[config.mk]
export PLATFORM = sky130hd
export DESIGN_NAME = if_fetch_unit
export DESIGN_NICKNAME = d
export VERILOG_FILES = /design/src/rtl/if_fetch_unit_pkg.sv /design/src/rtl/if_fetch_unit_fifo.sv /design/src/rtl/if_fetch_unit.sv
export SDC_FILE = /design/constraint.sdc
export NUM_CORES = 1
export LEC_CHECK = 0
export ABC_CLOCK_PERIOD_IN_PS = 4650
export BUFFER_PORTS_ARGS = -buffer_cell sky130_fd_sc_hd__buf_2
export CORE_MARGIN = 2
export CORE_UTILIZATION = 48
export DETAILED_ROUTE_END_ITERATION = 6
export GPL_TIMING_DRIVEN = 0
export PLACE_DENSITY = 0.8
export SKIP_CTS_REPAIR_TIMING = 1
export SKIP_LAST_GASP = 1
export SLEW_MARGIN = 25
export SYNTH_ARGS = -nofsm -noshare
export SYNTH_HDL_FRONTEND = slang
export SYNTH_HIERARCHICAL = 1
export SYNTH_SLANG_ARGS = --single-unit
[constraint.sdc]
create_clock -name clk -period 4.65 [get_ports clk]
set_clock_uncertainty 0.2 [all_clocks]
set_input_delay 0.2325 -clock clk [delete_from_list [all_inputs] [get_ports clk]]
set_output_delay 0.2325 -clock clk [all_outputs]
set_load 0.01 [all_outputs]
[src/rtl/if_fetch_unit_pkg.sv]
// Shared widths, constants, fetch FSM encoding and FIFO entry layout for the
// instruction-fetch front end.
package if_fetch_unit_pkg;

    localparam int InstAddrBus = 32;
    localparam int InstBus     = 32;

    localparam logic                   RstEnable      = 1'b1;
    localparam logic [InstBus-1:0]     ZeroWord       = 32'h0000_0000;
    localparam logic [InstAddrBus-1:0] DefaultResetPc = 32'h0000_0000;

    typedef enum logic [1:0] {
        FETCH_ISSUE = 2'b00,
        FETCH_WAIT  = 2'b01,
        FETCH_DRAIN = 2'b10
    } fetchState_e;

    typedef struct packed {
        logic [InstAddrBus-1:0] pc;
        logic [InstBus-1:0]     inst;
    } fetchEntry_t;

    function automatic logic [InstAddrBus-1:0] alignPc(input logic [InstAddrBus-1:0] pc);
        return pc & ~32'h0000_0003;
    endfunction

endpackage

[src/rtl/if_fetch_unit_fifo.sv]
// Small synchronous FIFO holding fetched {pc, inst} entries; clear empties it
// in one edge and takes priority over push/pop.
module fetch_fifo #(
    parameter int DEPTH = 2,
    parameter int WIDTH = 64
) (
    input  logic                     clk,
    input  logic                     rst,
    input  logic                     clear_i,
    input  logic                     push_i,
    input  logic                     pop_i,
    input  logic [WIDTH-1:0]         data_i,
    output logic [WIDTH-1:0]         data_o,
    output logic [$clog2(DEPTH):0]   count_o,
    output logic                     full_o,
    output logic                     empty_o
);

    localparam int AW = $clog2(DEPTH);
    localparam logic [AW:0] FullCount = (AW+1)'(DEPTH);

    logic [WIDTH-1:0] mem_q [DEPTH];
    logic [AW-1:0]    wrPtr_q;
    logic [AW-1:0]    rdPtr_q;
    logic [AW:0]      count_q;
    logic             doPush;
    logic             doPop;

    assign full_o  = (count_q == FullCount);
    assign empty_o = (count_q == '0);
    assign count_o = count_q;
    assign data_o  = mem_q[rdPtr_q];

    // A push at full is only legal when the head leaves in the same cycle.
    assign doPush = push_i && (!full_o || pop_i);
    assign doPop  = pop_i && !empty_o;

    always_ff @(posedge clk) begin
        if (doPush) begin
            mem_q[wrPtr_q] <= data_i;
        end
    end

    always_ff @(posedge clk) begin
        if (rst || clear_i) begin
            wrPtr_q <= '0;
            rdPtr_q <= '0;
            count_q <= '0;
        end else begin
            if (doPush) begin
                wrPtr_q <= wrPtr_q + AW'(1);
            end
            if (doPop) begin
                rdPtr_q <= rdPtr_q + AW'(1);
            end
            count_q <= count_q + {{AW{1'b0}}, doPush} - {{AW{1'b0}}, doPop};
        end
    end

endmodule

[src/rtl/if_fetch_unit.sv]
// Instruction-fetch front end: owns the PC, runs the single-outstanding imem
// handshake and buffers {pc, inst} pairs for the IF/ID register.
module if_fetch_unit
    import if_fetch_unit_pkg::*;
#(
    parameter logic [InstAddrBus-1:0] RESET_PC  = DefaultResetPc,
    parameter int                     BUF_DEPTH = 2
) (
    input  logic                   clk,
    input  logic                   rst,
    output logic                   imem_req_o,
    output logic [InstAddrBus-1:0] imem_addr_o,
    input  logic                   imem_ack_i,
    input  logic [InstBus-1:0]     imem_rdata_i,
    input  logic                   stall_i,
    input  logic                   flush_i,
    input  logic [InstAddrBus-1:0] flush_pc_i,
    output logic                   inst_valid_o,
    output logic [InstAddrBus-1:0] pc_o,
    output logic [InstBus-1:0]     inst_o
);

    fetchState_e                state_q, state_d;
    logic [InstAddrBus-1:0]     fetchPc_q, fetchPc_d;
    logic [InstAddrBus-1:0]     redirectPc_q, redirectPc_d;
    logic                       req;
    logic                       popReq;
    logic                       doPush;
    logic                       doPop;
    logic                       fifoFull;
    logic                       fifoEmpty;
    logic [$clog2(BUF_DEPTH):0] fifoCount;
    logic                       unusedCount;
    fetchEntry_t                pushEntry;
    fetchEntry_t                headEntry;

    assign popReq      = !fifoEmpty && !stall_i;
    assign doPop       = popReq && !flush_i;
    assign pushEntry   = '{pc: fetchPc_q, inst: imem_rdata_i};
    assign unusedCount = ^fifoCount;

    always_ff @(posedge clk) begin
        if (rst == RstEnable) begin
            state_q      <= FETCH_ISSUE;
            fetchPc_q    <= RESET_PC;
            redirectPc_q <= RESET_PC;
        end else begin
            state_q      <= state_d;
            fetchPc_q    <= fetchPc_d;
            redirectPc_q <= redirectPc_d;
        end
    end

    // A flush while a request is still unacknowledged must let it finish, so
    // the redirect is parked and the returning word is thrown away in DRAIN.
    always_comb begin
        state_d      = state_q;
        fetchPc_d    = fetchPc_q;
        redirectPc_d = redirectPc_q;
        doPush       = 1'b0;
        if (flush_i) begin
            if (req && !imem_ack_i) begin
                redirectPc_d = alignPc(flush_pc_i);
                state_d      = FETCH_DRAIN;
            end else begin
                fetchPc_d = alignPc(flush_pc_i);
                state_d   = FETCH_ISSUE;
            end
        end else begin
            case (state_q)
                FETCH_ISSUE: begin
                    if (req && imem_ack_i) begin
                        doPush    = 1'b1;
                        fetchPc_d = fetchPc_q + 32'd4;
                    end else if (req) begin
                        state_d = FETCH_WAIT;
                    end
                end
                FETCH_WAIT: begin
                    if (imem_ack_i) begin
                        doPush    = 1'b1;
                        fetchPc_d = fetchPc_q + 32'd4;
                        state_d   = FETCH_ISSUE;
                    end
                end
                FETCH_DRAIN: begin
                    if (imem_ack_i) begin
                        fetchPc_d = redirectPc_q;
                        state_d   = FETCH_ISSUE;
                    end
                end
                default: state_d = FETCH_ISSUE;
            endcase
        end
    end

    // ISSUE only asks for a word when a slot will be free after this cycle's pop.
    always_comb begin
        req = 1'b0;
        case (state_q)
            FETCH_ISSUE: req = !fifoFull || popReq;
            FETCH_WAIT:  req = 1'b1;
            FETCH_DRAIN: req = 1'b1;
            default:     req = 1'b0;
        endcase
        if (rst == RstEnable) begin
            req = 1'b0;
        end
    end

    assign imem_req_o   = req;
    assign imem_addr_o  = fetchPc_q;
    assign inst_valid_o = !fifoEmpty;
    assign pc_o         = fifoEmpty ? ZeroWord : headEntry.pc;
    assign inst_o       = fifoEmpty ? ZeroWord : headEntry.inst;

    fetch_fifo #(
        .DEPTH (BUF_DEPTH),
        .WIDTH ($bits(fetchEntry_t))
    ) u_fifo (
        .clk     (clk),
        .rst     (rst),
        .clear_i (flush_i),
        .push_i  (doPush),
        .pop_i   (doPop),
        .data_i  (pushEntry),
        .data_o  (headEntry),
        .count_o (fifoCount),
        .full_o  (fifoFull),
        .empty_o (fifoEmpty)
    );

endmodule

* Word-level counts from Yosys, hierarchy flattened
Memories as Yosys holds them, arrays and structs flattened. A register that Yosys moved wholly into a read port is not among the register bits.
Index checks and enable logic that the tools add are counted.
** Word-level totals
- Flip-flop bits (word level) :: 68
- Bits in writable memories :: 128
- Bits of input ports :: 69
- Output and inout bits :: 98
- Word-level logic and storage cells :: 67
- Memories :: 1
** Operators by class
- Add/subtract/negate cells :: 5
- Equal/unequal tests :: 10
- Mux-type cells :: 24
- Reduce and logical (&&, ||, !) cells :: 21
** Memory list
- u_fifo.mem_q :: depth 2, bits a word 64, rd ports 1, clocked after Yosys merged registers in 1, write ports 1, RTL line if_fetch_unit_fifo.sv:22 : logic [WIDTH-1:0] mem_q [DEPTH];
** Operator list (number)
- $mux 32 :: 7
- $pmux 32 s3 :: 1
- $add 32x3->32 const B :: 1
- $ne 3x3->1 const B :: 5
- $mux 2 :: 5
- $mux 1 :: 8
- $logic_and 1x1->1 :: 6
- $logic_not 1->1 :: 5
- $reduce_and 5->1 :: 1
- $eq 2x2->1 const B :: 2
- $logic_not 2->1 :: 2
- $pmux 1 s2 :: 2
- $pmux 2 s2 :: 1
- $reduce_bool 4->1 :: 1
- $logic_or 1x1->1 :: 3
- $ne 3x1->1 const B :: 1
- $reduce_and 3->1 :: 1
- $add 1x1->1 const B :: 2
- $add 2x1->2 :: 1
- $eq 2x1->1 const B :: 1
- $ne 2x2->1 const B :: 1
- $reduce_and 2->1 :: 1
- $reduce_or 2->1 :: 1
- $sub 2x1->2 :: 1

* Longest topological paths before layout
- Depth after elaboration :: 13
- Gate-level depth with buffers :: 10
- Gate-level depth less buffers :: 10

* Cells and area by module
The synthesis kept the hierarchy.
** By module, submodules not included
- fetch_fifo :: times used 1, cells each 229, area an instance 4855.9 µm², sequential area each 3943.8 µm²
- if_fetch_unit :: times used 1, cells each 525, area an instance 3995.1 µm², sequential area each 1241.2 µm²

* Least setup slack after synthesis
OpenSTA, ideal clock, no wires.
- Path kind :: reg-to-reg
- Start :: register state_q[0]
- End :: memory u_fifo.mem_q[0][0] (enable)
- Arrival time :: 3.249 ns
- Required time :: 4.032 ns
- Slack :: 0.783 ns
- Stages on the path, launching flop included :: 11
- Cells stage by stage :: dfxtp_1 -> inv_1 -> ha_1 -> nand2b_1 -> o221ai_1 -> inv_1 -> a21oi_1 -> nor3b_1 -> inv_1 -> or3_1 -> inv_1
** Between the ends
- Longest elaborated chain between the ends :: 11
** Ends and longest elaborated chain
- from (decl) :: RTL line if_fetch_unit.sv:23 : fetchState_e state_q, state_d;
- from (signal assigned) :: RTL line if_fetch_unit.sv:48 : state_q <= state_d;
- $eq 2x2->1 or $eq 2x1->1 (tied branches) :: RTL line if_fetch_unit.sv:100 : case (state_q)
- $reduce_or 2->1 (no line)
- $pmux 1 s2 (*) :: RTL line if_fetch_unit.sv:100
- $mux 1 (*) :: RTL line if_fetch_unit.sv:106 : if (rst == RstEnable) begin
- via imem_req_o :: RTL line if_fetch_unit.sv:11 : output logic imem_req_o,
- $logic_and 1x1->1 (*) :: RTL line if_fetch_unit.sv:72 : if (req && imem_ack_i) begin
- $mux 1 (*) :: RTL line if_fetch_unit.sv:72
- $pmux 1 s2 (*) :: RTL line if_fetch_unit.sv:70 : case (state_q)
- $mux 1 (*) :: RTL line if_fetch_unit.sv:61 : if (flush_i) begin
- via doPush :: RTL line if_fetch_unit.sv:28 : logic doPush;
- $logic_and 1x1->1 (*) :: RTL line if_fetch_unit_fifo.sv:35 : assign doPush = push_i && (!full_o || pop_i);
- $mux 1 (*) :: RTL line if_fetch_unit_fifo.sv:39 : if (doPush) begin
- $mux 1 (implied by the code) (*) :: RTL line if_fetch_unit_fifo.sv:40 : mem_q[wrPtr_q] <= data_i;
- to (decl) :: RTL line if_fetch_unit_fifo.sv:22
The timed path passes the listed nets; every way through them passes the cells marked *.

* Worst setup path after layout
- Start :: register state_q[0]
- End :: memory u_fifo.mem_q[0][3] (enable)
** Between the ends
- Longest elaborated chain between the ends :: 11
** Ends and longest elaborated chain (RTL line)
- $eq 2x2->1 or $eq 2x1->1 (tied branches) :: if_fetch_unit.sv:100, if_fetch_unit.sv:70
- $reduce_or 2->1 (no line)
- $pmux 1 s2 :: if_fetch_unit.sv:100
- $mux 1 :: if_fetch_unit.sv:106
- $logic_and 1x1->1 :: if_fetch_unit.sv:72
- $mux 1 :: if_fetch_unit.sv:72
- $pmux 1 s2 (*) :: if_fetch_unit.sv:70
- $mux 1 (*) :: if_fetch_unit.sv:61
- via doPush :: if_fetch_unit.sv:28
- $logic_and 1x1->1 (*) :: if_fetch_unit_fifo.sv:35
- $mux 1 (*) :: if_fetch_unit_fifo.sv:39
- $mux 1 (implied by the code) (*) :: if_fetch_unit_fifo.sv:40
Marks and branches as above.

==> metrics.md <==
| Metric | Value |
|---|---|
| Leading area contributor after synthesis | `edfxtp_1` |
| # diodes | `0` |
| HP Class | `input port to flop` |
| Failing checks | `negative hold slack` |
| GRT overflow | `0` |
| Cell Area, Synth | `slightly below 0.009 mm^2` |
| Met1 usage | `31.2%` |
| Yosys cell types | `between 60 and 70` |
| Die area | `0.0195 mm^2` |
| Fmax | `285 MHz` |
| NetSw | `0.000938 W` |
| Combinational share of power | `9.8%` |
| Hold Fails Final Rpt | `1` |
| Total routed wirelength | `about 23000 um` |
| Final ANT Viol Nets | `0` |
| Count leader, synth | `edfxtp_1` |
| Routed vias | `~7000` |
| Clk network pwr share | `37.9%` |
| Largest net degree at the start of global routing | `50` |
| Async SR Flop Fraction | `0%` |
| Buf+Inv Stages, Crit Path | `5` |
| Top FF cell, synth | `edfxtp_1` |
| Synth top area share | `43.4%` |
| Root Buffer | `clkbuf_16` |
| DRC errors left | `0` |
| Top cells by area, synth | `edfxtp_1 43%, dfxtp_1 15%, mux2_1 8.1%, nor2b_1 4.7%, mux2i_1 4.0%` |
| First-pass GRT wire length | `34700 um` |
| VDD IR max | `0.269 mV` |
| Area Overhead vs Synth | `26.7%` |
| Post-synth EDFFs | `128` |
| CP Cell Sequence | `inv_1 -> ha_1 -> nand2b_1 -> o221ai_1 -> inv_1 -> a21oi_1 -> nor3b_1 -> inv_1 -> or3_1 -> inv_4 -> buf_12` |
| Reg-to-reg critical path endpoint | `u_fifo/mem_q[0][3]$_DFFE_PP_` |
| # IOs | `167` |
| Setup crit end | `u_fifo/mem_q[0][3]$_DFFE_PP_` |
| Nets | `1079` |
| CP peak stage delay | `0.44 ns` |
| Vias per cell | `around 5.6` |
| Top cells by count, synth | `128 x edfxtp_1, 67 x dfxtp_1, 66 x nor2b_1` |
| Gpl congestion | `0.926` |
| Min Tclk post-route | `between 3 and 4 ns` |
| Layout cells sized above 1 | `between 20% and 30%` |
| Worst path top cell family by delay | `simple AND/OR/NAND/NOR gates` |
| DIE WIDTH | `140 um` |
| R2R Path Start | `state_q[0]$_SDFFE_PP0P_` |
| Cell Area, Placed | `0.0100 mm^2` |
| Reg power frac | `about 52%` |
| Max Fanout on Critical Path | `34` |
| Clock Latency Late Sink | `0.44 ns` |
| Fin cells | `1246` |
| Rows | `49` |
| Hpwl dp | `15700 um` |
| Starting DRT DRC Count | `788` |
| RSZ-0062 raised after global routing | `false` |
| CTS tree | `built` |
| Max-cap viol count | `0` |
| Most Used Layer, Global Route | `met2` |
| Synthesized area per cell | `11.7 um^2` |
| H-tree lvl count | `4` |
| Clk slew on worst S/H paths | `0.07 ns` |
| Core ar. | `0.0180 mm^2` |
| CP most frequent cell | `inv_1` |
| Crit Path Class | `flop to flop` |
| R2R Setup Slk | `1.14 ns` |
| Tot GR Track Use | `22.7%` |
| Met3 GRT Util | `4.58%` |
| WP data required | `around 4.6 ns` |
| Die Y | `140 um` |
| Status | `finished with violations` |
| Synth Instances | `754` |
| Vias in the first global route | `between 6000 and 7000` |
| Slew Limit Headroom | `53.8%` |
| Starting Density | `a little under 50%` |
| Worst slew pin tran | `just under 0.7 ns` |
| Reg2Reg Depth | `11` |
| LEAKAGE | `4.44 nW` |
| Hold Slack | `-0.00292 ns` |
| CP Depth | `11` |
| Sw frac | `between 20 and 25%` |
| CTS buffer count | `17` |
| CTS Sinks | `195` |
| WP data arrival | `between 3 and 4 ns` |
| Sequential area share after synthesis | `58.6%` |
| Register bit total from synthesis | `~200` |
| Pwr dens | `about 340 mW/mm^2` |
| CP Launch Point | `state_q[0]$_SDFFE_PP0P_` |
| DP Cell Count | `1152` |
| Startpoint types | `flop` |
| Wire per inst | `18.4 um` |
| Port buffer count | `162` |
| First-pass iteration count of the detailed router | `5` |
| Warnings from Yosys | `6` |
| Met2 Usage GRT | `35.4%` |
| Final Instance Area | `between 0.01 and 0.015 mm^2` |
| Internal | `0.00283 W` |
| CP endpoint kind | `flop` |
| Finish-stage setup viols | `0` |
| Fin crit share | `between 70 and 80%` |
| Initial antenna violation count | `0` |
| Clock Tree Buf Depth | `2` |
| CP max stage cell | `nor3b_1` |
| Sum Neg Setup Slack | `0 ns` |
| Fin. max-slew vios | `0` |
## registers in the layout, indices dropped and copies added, names as in the netlist, named ones only
register	count
redirectPc_q	30
u_fifo/wrPtr_q	1
imem_addr_o	30
state_q	2
u_fifo/mem_q	128
u_fifo/rdPtr_q	1
u_fifo/count_o	2
## worst min-delay path, delay by kind of cell
kind,cells,cell delay (ns)
buffers and inverters,1,0.17
AO/OA/AOI/OAI,2,0.17
## how the worst min path moves through the flow
stage                     cells past startpoint                            end              from
after detailed placement                      1   u_fifo/mem_q[0][7]$_DFFE_PP_   imem_rdata_i[7]
final                                         3   imem_addr_o[31]$_SDFFE_PP0P_               rst
after global routing                          3   imem_addr_o[31]$_SDFFE_PP0P_               rst
after CTS                                     1   u_fifo/mem_q[0][0]$_DFFE_PP_   imem_rdata_i[0]
after floorplan                               0   u_fifo/mem_q[0][0]$_DFFE_PP_   imem_rdata_i[0]
after global placement                        1  u_fifo/mem_q[0][11]$_DFFE_PP_  imem_rdata_i[11]
## final cells by class
class                   instances  area, um^2
clock buffers                  18         429
repair buffers                226        1480
plain buffers                  51         216
fillers                      1452        6810
flip-flops and latches        195        5180
clock inverters                14         145
inverters                      25        96.3
well taps                     229         287
multi-input cells             488        3380
## kinds of logic after synthesis
kind of cell / Yosys count / synth area share (%)
AO/OA/AOI/OAI: 138 / 10.2
buffers and inverters: 76 / 3.51
XOR/XNOR: 7 / 0.693
other: 1 / 0.0424
AND/OR/NAND/NOR: 232 / 14.0
flip-flops: 195 / 58.6
multiplexers: 99 / 12.1
adder cells (fa/ha/maj): 6 / 0.848
## routing by layer
layer / vias to the layer above / part of all wire, % / routed length (um)
met1: 3274 / 43 / 9780
met4: 0 / 3.0 / 683
li1: 3261 / - / -
met3: 54 / 7.8 / 1790
met5: - / 0 / 0
met2: 396 / 47 / 10700
## layout by cell type, fill, tap and decap left out, types with 4 or more instances in the layout
cell type,n
o31a_1,5
nor2_1,58
mux2_1,64
and3_1,8
nand2_1,29
inv_8,5
nand2b_1,10
dlygate4sd3_1,62
mux2i_1,35
o32ai_1,7
and2_1,5
xnor2_1,5
clkbuf_1,31
a21oi_1,52
o311ai_0,4
conb_1,6
a211oi_1,10
clkinvlp_4,5
o211ai_1,7
nor3_1,9
clkbuf_16,17
edfxtp_1,128
a31oi_1,5
buf_2,175
o21ai_0,23
nor2b_1,66
dfxtp_1,67
nand4_1,11
nand3_1,13
buf_1,5
inv_1,23
ha_1,6
## per-stage QoR
stage	setup slack (ns)	utilization, %	total power (W)	hold slack (ns)
after floorplan	0.783	-	0.00217	0.131
after global placement	-0.122	55.3	0.00231	0.220
after detailed placement	1.15	55.6	0.00232	0.225
after CTS	1.15	58.8	0.00373	-0.234
after global routing	0.804	62.2	0.00388	0.000819
final	1.14	62.2	0.00376	-0.00292
## power groups by stage
| stage | registers, W | logic [W] | clock network (W) |
|---|---|---|---|
| floorplan | 0.00199 | 0.000181 | 0 |
| global placement | 0.00200 | 0.000312 | 0 |
| detailed placement | 0.00200 | 0.000321 | 0 |
| CTS | 0.00196 | 0.000323 | 0.00145 |
| global route | 0.00197 | 0.000401 | 0.00151 |
| finish | 0.00197 | 0.000371 | 0.00143 |
Power figures use the tool's default switching activity.
